==> config.mk <==
export PLATFORM = sky130hd
export DESIGN_NAME = seg7_capture_flat
export DESIGN_NICKNAME = d
export VERILOG_FILES = /design/src/rtl/seg7_capture_if.sv /design/src/rtl/seg7_capture.sv /design/src/flat_wrapper.sv
export SDC_FILE = /design/constraint.sdc
export NUM_CORES = 1
export LEC_CHECK = 0
export ABC_AREA = 1
export BUFFER_PORTS_ARGS = -buffer_cell sky130_fd_sc_hd__buf_2
export CAP_MARGIN = 20
export CORE_ASPECT_RATIO = 1.1
export CORE_MARGIN = 4
export CORE_UTILIZATION = 35
export DETAILED_ROUTE_END_ITERATION = 8
export GPL_TIMING_DRIVEN = 0
export PLACE_DENSITY = 0.65
export SYNTH_ARGS = -nofsm -noshare
export SYNTH_HDL_FRONTEND = slang
export SYNTH_SLANG_ARGS = --single-unit
==> constraint.sdc <==
create_clock -name clk -period 4.1 [get_ports clk]
set_input_delay 0.615 -clock clk [delete_from_list [all_inputs] [get_ports clk]]
set_output_delay 0.615 -clock clk [all_outputs]
set_load 0.02 [all_outputs]
==> src/rtl/seg7_capture_if.sv <==
// Seven-segment reader bus: multiplexed segment/select inputs plus the decoded
// register-file and capture-event outputs.
interface seg7_capture_if #(
  parameter int NUM_DIGITS = 4
);
  logic [6:0]              seg_in;
  logic [NUM_DIGITS-1:0]   dig_sel;
  logic [4*NUM_DIGITS-1:0] digits;
  logic [NUM_DIGITS-1:0]   digit_valid;
  logic [NUM_DIGITS-1:0]   digit_err;
  logic                    upd;
  logic [2:0]              upd_idx;
  logic                    upd_err;
  logic                    frame_done;

  modport master (
    output seg_in, dig_sel,
    input  digits, digit_valid, digit_err, upd, upd_idx, upd_err, frame_done
  );
  modport slave (
    input  seg_in, dig_sel,
    output digits, digit_valid, digit_err, upd, upd_idx, upd_err, frame_done
  );
endinterface

==> src/rtl/seg7_capture.sv <==
// Debounces a multiplexed active-low seven-segment bus and decodes each slot to hex.
// Optional: define SEG7_BLANK_EN to accept the all-off pattern as a legal blank capture.
module seg7_capture #(
  parameter int NUM_DIGITS    = 4,
  parameter int STABLE_CYCLES = 4
) (
  input logic           clk,
  input logic           rst,
  seg7_capture_if.slave bus
);
  localparam int         SW  = NUM_DIGITS + 7;
  localparam logic [7:0] STB = 8'(STABLE_CYCLES);

  function automatic logic onehot(input logic [NUM_DIGITS-1:0] v);
    int n;
    n = 0;
    for (int i = 0; i < NUM_DIGITS; i++) n = n + (v[i] ? 1 : 0);
    return n == 1;
  endfunction

  // {legal, blank, value}
  function automatic logic [5:0] dec7(input logic [6:0] p);
    case (p)
      7'b1000000: dec7 = {2'b10, 4'h0};
      7'b1111001: dec7 = {2'b10, 4'h1};
      7'b0100100: dec7 = {2'b10, 4'h2};
      7'b0110000: dec7 = {2'b10, 4'h3};
      7'b0011001: dec7 = {2'b10, 4'h4};
      7'b0010010: dec7 = {2'b10, 4'h5};
      7'b0000010: dec7 = {2'b10, 4'h6};
      7'b1111000: dec7 = {2'b10, 4'h7};
      7'b0000000: dec7 = {2'b10, 4'h8};
      7'b0010000: dec7 = {2'b10, 4'h9};
      7'b0001000: dec7 = {2'b10, 4'hA};
      7'b0000011: dec7 = {2'b10, 4'hB};
      7'b1000110: dec7 = {2'b10, 4'hC};
      7'b0100001: dec7 = {2'b10, 4'hD};
      7'b0000110: dec7 = {2'b10, 4'hE};
      7'b0001110: dec7 = {2'b10, 4'hF};
`ifdef SEG7_BLANK_EN
      7'b1111111: dec7 = {2'b11, 4'h0};
`endif
      default:    dec7 = 6'b0;
    endcase
  endfunction

  logic [SW-1:0]                 in_vec, smp;
  logic [7:0]                    cnt;
  logic                          done, cap, legal, blank;
  logic [3:0]                    val;
  logic [2:0]                    idx;
  logic [NUM_DIGITS-1:0]         smp_sel, seen, seen_nxt;
  logic                          upd_q, upd_err_q, frame_q;
  logic [2:0]                    upd_idx_q;
  logic [NUM_DIGITS-1:0][3:0]    dig_q;
  logic [NUM_DIGITS-1:0]         vld_q, err_q;

  assign in_vec   = {bus.dig_sel, bus.seg_in};
  assign smp_sel  = smp[SW-1:7];
  assign {legal, blank, val} = dec7(smp[6:0]);
  // Counter sits at STABLE_CYCLES until the sample changes; done keeps it to one capture.
  assign cap      = (cnt == STB) && !done;
  assign seen_nxt = seen | smp_sel;

  always_comb begin
    idx = '0;
    for (int i = 0; i < NUM_DIGITS; i++) if (smp_sel[i]) idx = 3'(i);
  end

  always_ff @(posedge clk) begin
    if (rst) begin
      smp       <= '0;
      cnt       <= '0;
      done      <= 1'b0;
      seen      <= '0;
      upd_q     <= 1'b0;
      upd_idx_q <= '0;
      upd_err_q <= 1'b0;
      frame_q   <= 1'b0;
    end else begin
      smp <= in_vec;
      if (!onehot(bus.dig_sel))  cnt <= '0;
      else if (in_vec != smp)    cnt <= 8'd1;
      else if (cnt < STB)        cnt <= cnt + 8'd1;
      if (in_vec != smp)         done <= 1'b0;
      else if (cap)              done <= 1'b1;
      upd_q     <= cap;
      upd_idx_q <= cap ? idx : 3'd0;
      upd_err_q <= cap && !legal;
      frame_q   <= cap && (&seen_nxt);
      if (cap) seen <= (&seen_nxt) ? '0 : seen_nxt;
    end
  end

  for (genvar g = 0; g < NUM_DIGITS; g++) begin : g_lane
    always_ff @(posedge clk) begin
      if (rst) begin
        dig_q[g] <= '0;
        vld_q[g] <= 1'b0;
        err_q[g] <= 1'b0;
      end else if (cap && smp_sel[g]) begin
        if (!legal) begin
          vld_q[g] <= 1'b0;
          err_q[g] <= 1'b1;
        end else if (blank) begin
          dig_q[g] <= '0;
          vld_q[g] <= 1'b0;
          err_q[g] <= 1'b0;
        end else begin
          dig_q[g] <= val;
          vld_q[g] <= 1'b1;
          err_q[g] <= 1'b0;
        end
      end
    end
  end

  assign bus.digits      = dig_q;
  assign bus.digit_valid = vld_q;
  assign bus.digit_err   = err_q;
  assign bus.upd         = upd_q;
  assign bus.upd_idx     = upd_idx_q;
  assign bus.upd_err     = upd_err_q;
  assign bus.frame_done  = frame_q;
endmodule

==> src/flat_wrapper.sv <==
// flat-port wrapper written by rule: the top's interface ports become plain ports
module seg7_capture_flat 
#(
  parameter int NUM_DIGITS    = 4,
  parameter int STABLE_CYCLES = 4
)
  (clk, rst, bus_seg_in, bus_dig_sel, bus_digits, bus_digit_valid, bus_digit_err, bus_upd, bus_upd_idx, bus_upd_err, bus_frame_done);
  seg7_capture_if #(.NUM_DIGITS(NUM_DIGITS)) bus_i ();
  input logic clk;
  input logic rst;
  input wire logic [$bits(bus_i.seg_in)-1:0] bus_seg_in;
  input wire logic [$bits(bus_i.dig_sel)-1:0] bus_dig_sel;
  output wire logic [$bits(bus_i.digits)-1:0] bus_digits;
  output wire logic [$bits(bus_i.digit_valid)-1:0] bus_digit_valid;
  output wire logic [$bits(bus_i.digit_err)-1:0] bus_digit_err;
  output wire logic [$bits(bus_i.upd)-1:0] bus_upd;
  output wire logic [$bits(bus_i.upd_idx)-1:0] bus_upd_idx;
  output wire logic [$bits(bus_i.upd_err)-1:0] bus_upd_err;
  output wire logic [$bits(bus_i.frame_done)-1:0] bus_frame_done;
  assign bus_i.seg_in = bus_seg_in;
  assign bus_i.dig_sel = bus_dig_sel;
  assign bus_digits = bus_i.digits;
  assign bus_digit_valid = bus_i.digit_valid;
  assign bus_digit_err = bus_i.digit_err;
  assign bus_upd = bus_i.upd;
  assign bus_upd_idx = bus_i.upd_idx;
  assign bus_upd_err = bus_i.upd_err;
  assign bus_frame_done = bus_i.frame_done;
  seg7_capture #(.NUM_DIGITS(NUM_DIGITS), .STABLE_CYCLES(STABLE_CYCLES)) u_core (.clk(clk), .rst(rst), .bus(bus_i));
endmodule
# Word-level counts from Yosys, hierarchy flattened
# Cells that the tools add are included.
# totals
input_bits	13
ff_bits	54
output_inout_bits	30
wordCells	84
# op_classes
n_reduce_logical	21
n_mux	15
bitwise	3
addsub	4
magnitude_cmp	1
n_eq_ne	18
# op_table
operator	count
$add 32x32->32	3
$pmux 6 s16	1
$eq 32x2->1 const B	1
$eq 7x7->1 const B	4
$eq 7x5->1 const B	3
$eq 7x6->1 const B	3
$eq 7x2->1 const B	2
$eq 7x4->1 const B	2
$ne 11x11->1	1
$mux 1	10
$add 8x1->8 const B	1
$eq 8x3->1 const B	1
$lt 8x3->1 const B	1
$mux 4	2
$reduce_and 2->1	4
$eq 7x3->1 const B	1
$logic_and 1x1->1	7
$logic_not 7->1	1
$reduce_or 2->1	3
$mux 2	2
$or 4x4->4	1
$reduce_and 4->1	1
$reduce_or 4->1	1
$reduce_or 3->1	1
3 further kinds	5

# Longest topological paths before layout
# logic_depth
word_depth	7
depth_mapped	12
mapped_depth_nobuf	11

# Least setup slack after synthesis
# Ideal clock, no wire load.
# synth_timing
path_type	input to register
from	input port bus_dig_sel[0]
to	register u_core.cnt[1]
arrival_time_ns	2.180
required_time_ns	4.028
path_stages	8
setup_ns	0.072
setup_slack_ns	1.848
n_path_buf	0
path_cell_list	inv_1 > fa_1 > inv_1 > ha_1 > ha_1 > nor3_1 > nand3_1 > a21oi_1
# synth_via
elab_chain_cells	7
elab_cells_between_ends	8
classes_between	add/sub (3); eq/ne (2); mux (1); bitwise (1); reduce/logical (1)
# synth_lines
item	line_no	source
start, declared	flat_wrapper.sv:12	input wire logic [$bits(bus_i.dig_sel)-1:0] bus_dig_sel;
$mux 1	seg7_capture.sv:17	for (int i = 0; i < NUM_DIGITS; i++) n = n + (v[i] ? 1 : 0);
$add 32x32->32 (3 in a row)	seg7_capture.sv:17	
$eq 32x2->1	seg7_capture.sv:18	return n == 1;
$not 1->1 (no source line)	-	
$reduce_or 3->1 (no source line) (*)	-	
end signal, assigned	seg7_capture.sv:84	else if (cnt < STB) cnt <= cnt + 8'd1;
end, declared	seg7_capture.sv:48	logic [7:0] cnt;
# Mark *: on every way between the ends. The rest lies on a longest branch, timed or not.
# A chain may end at the register's enable or synchronous reset.

# Worst setup path in the final report
# Ends and elaborated chain as after synthesis.

==> results.md <==
- CP max-delay cell: fa_1
- Register area share after synthesis: 0.453
- Drt pass-1 iters: 4
- Crit path largest cell delay: 0.54 ns
- P_sw: 244 uW
- Max Slew Vio Count: 0
- Cell-by-cell trace of the critical path: buf_2 > inv_1 > fa_1 > inv_1 > ha_1 > ha_1 > nor3_1 > nand3_1 > a21oi_1
- DRT iter0 DRCs: 53
- Req. time, crit path: 4.34 ns
- Total grt overflow: 0
- Worst R2R End: u_core.bus.digits[10]
- Placer Congestion: 0.841
- Largest net degree at the start of global routing: 18
- Routed Antenna Nets: 0
- Arrival time worst endpoint: 2.52 ns
- Area contributors post-synth: dfxtp_1 (45%), nand2_1 (13%), inv_1 (7.7%)
- Die area: 8070 um^2
- First-pass GRT wire length: 8250 um
- TritonCTS Buffers: 5
- Placed cell count: 451
- DRC viols: 0
- Mapped Area: 2340 um^2
- Syn_area_per_cell: 7.12 um^2
- Leakage: 0.00129 uW
- Port buffer count: 40
- Area Growth Syn to Fin: 18.8%
- Area after DPL: 2650 um^2
- Worst setup EP type: flip-flop
- Worst reg2reg path startpoint: u_core.cnt[0]
- Period utilisation layout: 0.555
- Status: finished, final reports clean
- Initial antenna violation count: 0
- Total power: 1040 uW
- Crit start category: input pin
- Final Skew: 0.00847 ns
- WHS Path Cells: 2
- Worst-Margin Slew: 0.601 ns
- Post-synth cell types: 28
- Clock sink count: 53
- Pint: 800 uW
- Setup-failing EPs final: 0
- Kind of critical path: input pin to flip-flop
- RSZ-0062 raised after global routing: false
- Hold path start: u_core.cnt[6]
- Htree depth: 2
- Area of the core: 6560 um^2
- Antenna cells: 0
- Fin. Hold Viols: 0
- Routed vias: 2084
- Worst VDD drop: 0.211 mV
- Starting Density: 0.357
- Post-Syn Instances: 329
- Design Area, Final: 2780 um^2
- Synth top area share: 0.453
- R2R depth: 9
- Final net count: 394
- Area leader, netlist: dfxtp_1
- Max_slew headroom: 0.598
- Syn Nets: 347
- CTS Hold Bufs: 0
- Total negative setup slack: 0 ns
- CP Max Fanout: 7
- Final Critical Period: 2.27 ns
- Die Width: 86 um
- Register bit total from synthesis: 53
- Clk slew on worst S/H paths: 0.09 ns
- Comb pwr share: 0.089
- Fraction of layout cells with a size suffix above 1: 0.186
- Vias per cell: 4.54
- Final wirelength: 5020 um
- Vias in the first global route: 1836
- Io pins: 43
- Cts repair resizes: 0
- CTS tree: done
- Clock root buffer: clkbuf_8
- Hold EP: u_core.cnt[6]
- Reg power frac: 0.506
- Synthesis Warnings: 0
- Max cap viols: 0
- Sw frac: 0.234
- Worst min-delay path category: flip-flop to flip-flop
- Clock Power Share: 0.405
- Placement Rows: 31
- Setup slack, reg-to-reg: 2.25 ns
- Max Root-Sink Buffers: 2
- Fmax: 440 MHz
- Setup Buffers After CTS: 0
- Clk_lat worst skew: 0.31 ns
- Post-route insts no fill: 459
- Die Span Y: 93.8 um
- PwrDens: 375 nW/um^2
- HPWL after DPL: 3940 um
- Total GRT Usage: 0.129
- WL per Instance: 10.9 um
## worst max-delay path: cells and delay by family
family	cells	cell delay, ns
adder cells (fa/ha/maj)	3	0.98
AND/OR/NAND/NOR	2	0.52
buffers and inverters	3	0.22
AO/OA/AOI/OAI	1	0.18
## layer usage
| metal | wire length (um) | track usage | part of all wire | vias to the layer above |
|---|---|---|---|---|
| met1 | 2290 | 0.158 | 0.46 | 910 |
| met3 | 318 | 0.0377 | 0.063 | 10 |
| met4 | 112 | 0.0607 | 0.022 | 0 |
| met5 | 0 | 0 | 0 | - |
| met2 | 2300 | 0.208 | 0.46 | 50 |
| li1 | - | - | - | 1114 |
## metrics by stage
step / setup slack [ns] / utilization / hold WS (ns)
6_report: 1.83 / 0.425 / 0.431
5_1_grt: 1.68 / 0.425 / 0.452
4_1_cts: 1.81 / 0.425 / 0.434
3_5_place_dp: 1.47 / 0.404 / 0.419
3_3_place_gp: 1.50 / 0.404 / 0.416
2_1_floorplan: 1.85 / - / 0.408
## layout make-up
| type | instances | area, um^2 |
|---|---|---|
| inverter | 53 | 199 |
| clock buffer | 5 | 68.8 |
| multi-input combinational | 217 | 1050 |
| clock inverter | 3 | 68.8 |
| fill | 664 | 3770 |
| tap | 82 | 103 |
| timing repair buffer | 40 | 200 |
| sequential | 53 | 1060 |
| buffer | 6 | 35.0 |
## how the worst max path moves through the flow
stage	to	slack, ns	depth (start not counted)	from
6_report	u_core.cnt[1]	1.83	9	bus_dig_sel[0]
5_1_grt	u_core.cnt[1]	1.68	9	bus_dig_sel[0]
4_1_cts	u_core.cnt[1]	1.81	9	bus_dig_sel[0]
3_5_place_dp	u_core.cnt[1]	1.47	9	bus_dig_sel[0]
3_3_place_gp	u_core.cnt[1]	1.50	9	bus_dig_sel[0]
2_1_floorplan	u_core.cnt[1]	1.85	8	bus_dig_sel[0]
## kinds of logic after synthesis
logic type | count (synthesis) | synth area share
compound gates | 40 | 0.0881
xor+xnor | 6 | 0.0224
fa+ha+maj | 5 | 0.0299
buf+inv | 59 | 0.0999
flops | 53 | 0.453
other cells | 1 | 0.00160
simple gates | 165 | 0.305
## sequential cells by signal, summed over array words and instances, names as in the netlist
signal                  count
u_core.seen                 4
u_core.bus.upd_err          1
u_core.bus.upd              1
u_core.bus.digits          16
u_core.cnt                  8
u_core.bus.digit_err        4
u_core.done                 1
u_core.bus.upd_idx          2
u_core.smp                 11
u_core.bus.frame_done       1
u_core.bus.digit_valid      4
## power by group through the flow
stage | Sequential, uW | Combinational [uW] | Clock (uW)
2_1_floorplan | 539 | 69.3 | 0
3_3_place_gp | 540 | 92.7 | 0
3_5_place_dp | 541 | 93.4 | 0
4_1_cts | 529 | 93.6 | 436
5_1_grt | 530 | 106 | 452
6_report | 529 | 92.5 | 423
## synthesized netlist by cell type
library cell,instances
dfxtp_1,53
a211oi_1,1
xor2_1,3
nor3_1,6
nand2_1,78
nand3_4,1
nor2_1,48
conb_1,1
or2_2,1
clkbuf_1,1
nand2_2,6
nand3_1,12
nand4_1,7
ha_1,4
a21oi_1,32
inv_1,48
nand3_2,1
xnor2_1,3
buf_1,2
nor2_4,1
buf_4,1
inv_2,5
fa_1,1
o2111ai_1,1
nor2_2,4
buf_6,1
buf_2,1
o21ai_0,6
## placed cells by master, fill, tap and decap left out, types with 2 or more instances in the layout
master / count
nand4_1: 7
ha_1: 4
xnor2_1: 3
xor2_1: 3
inv_2: 5
dfxtp_1: 53
nor3_1: 6
nand2_2: 6
inv_1: 48
clkbuf_8: 5
buf_2: 41
nor2_2: 4
buf_1: 2
nand2_1: 78
nor2_1: 48
o21ai_0: 6
bufinv_16: 2
nand3_1: 12
a21oi_1: 32
(Power assumes the default switching activity.)
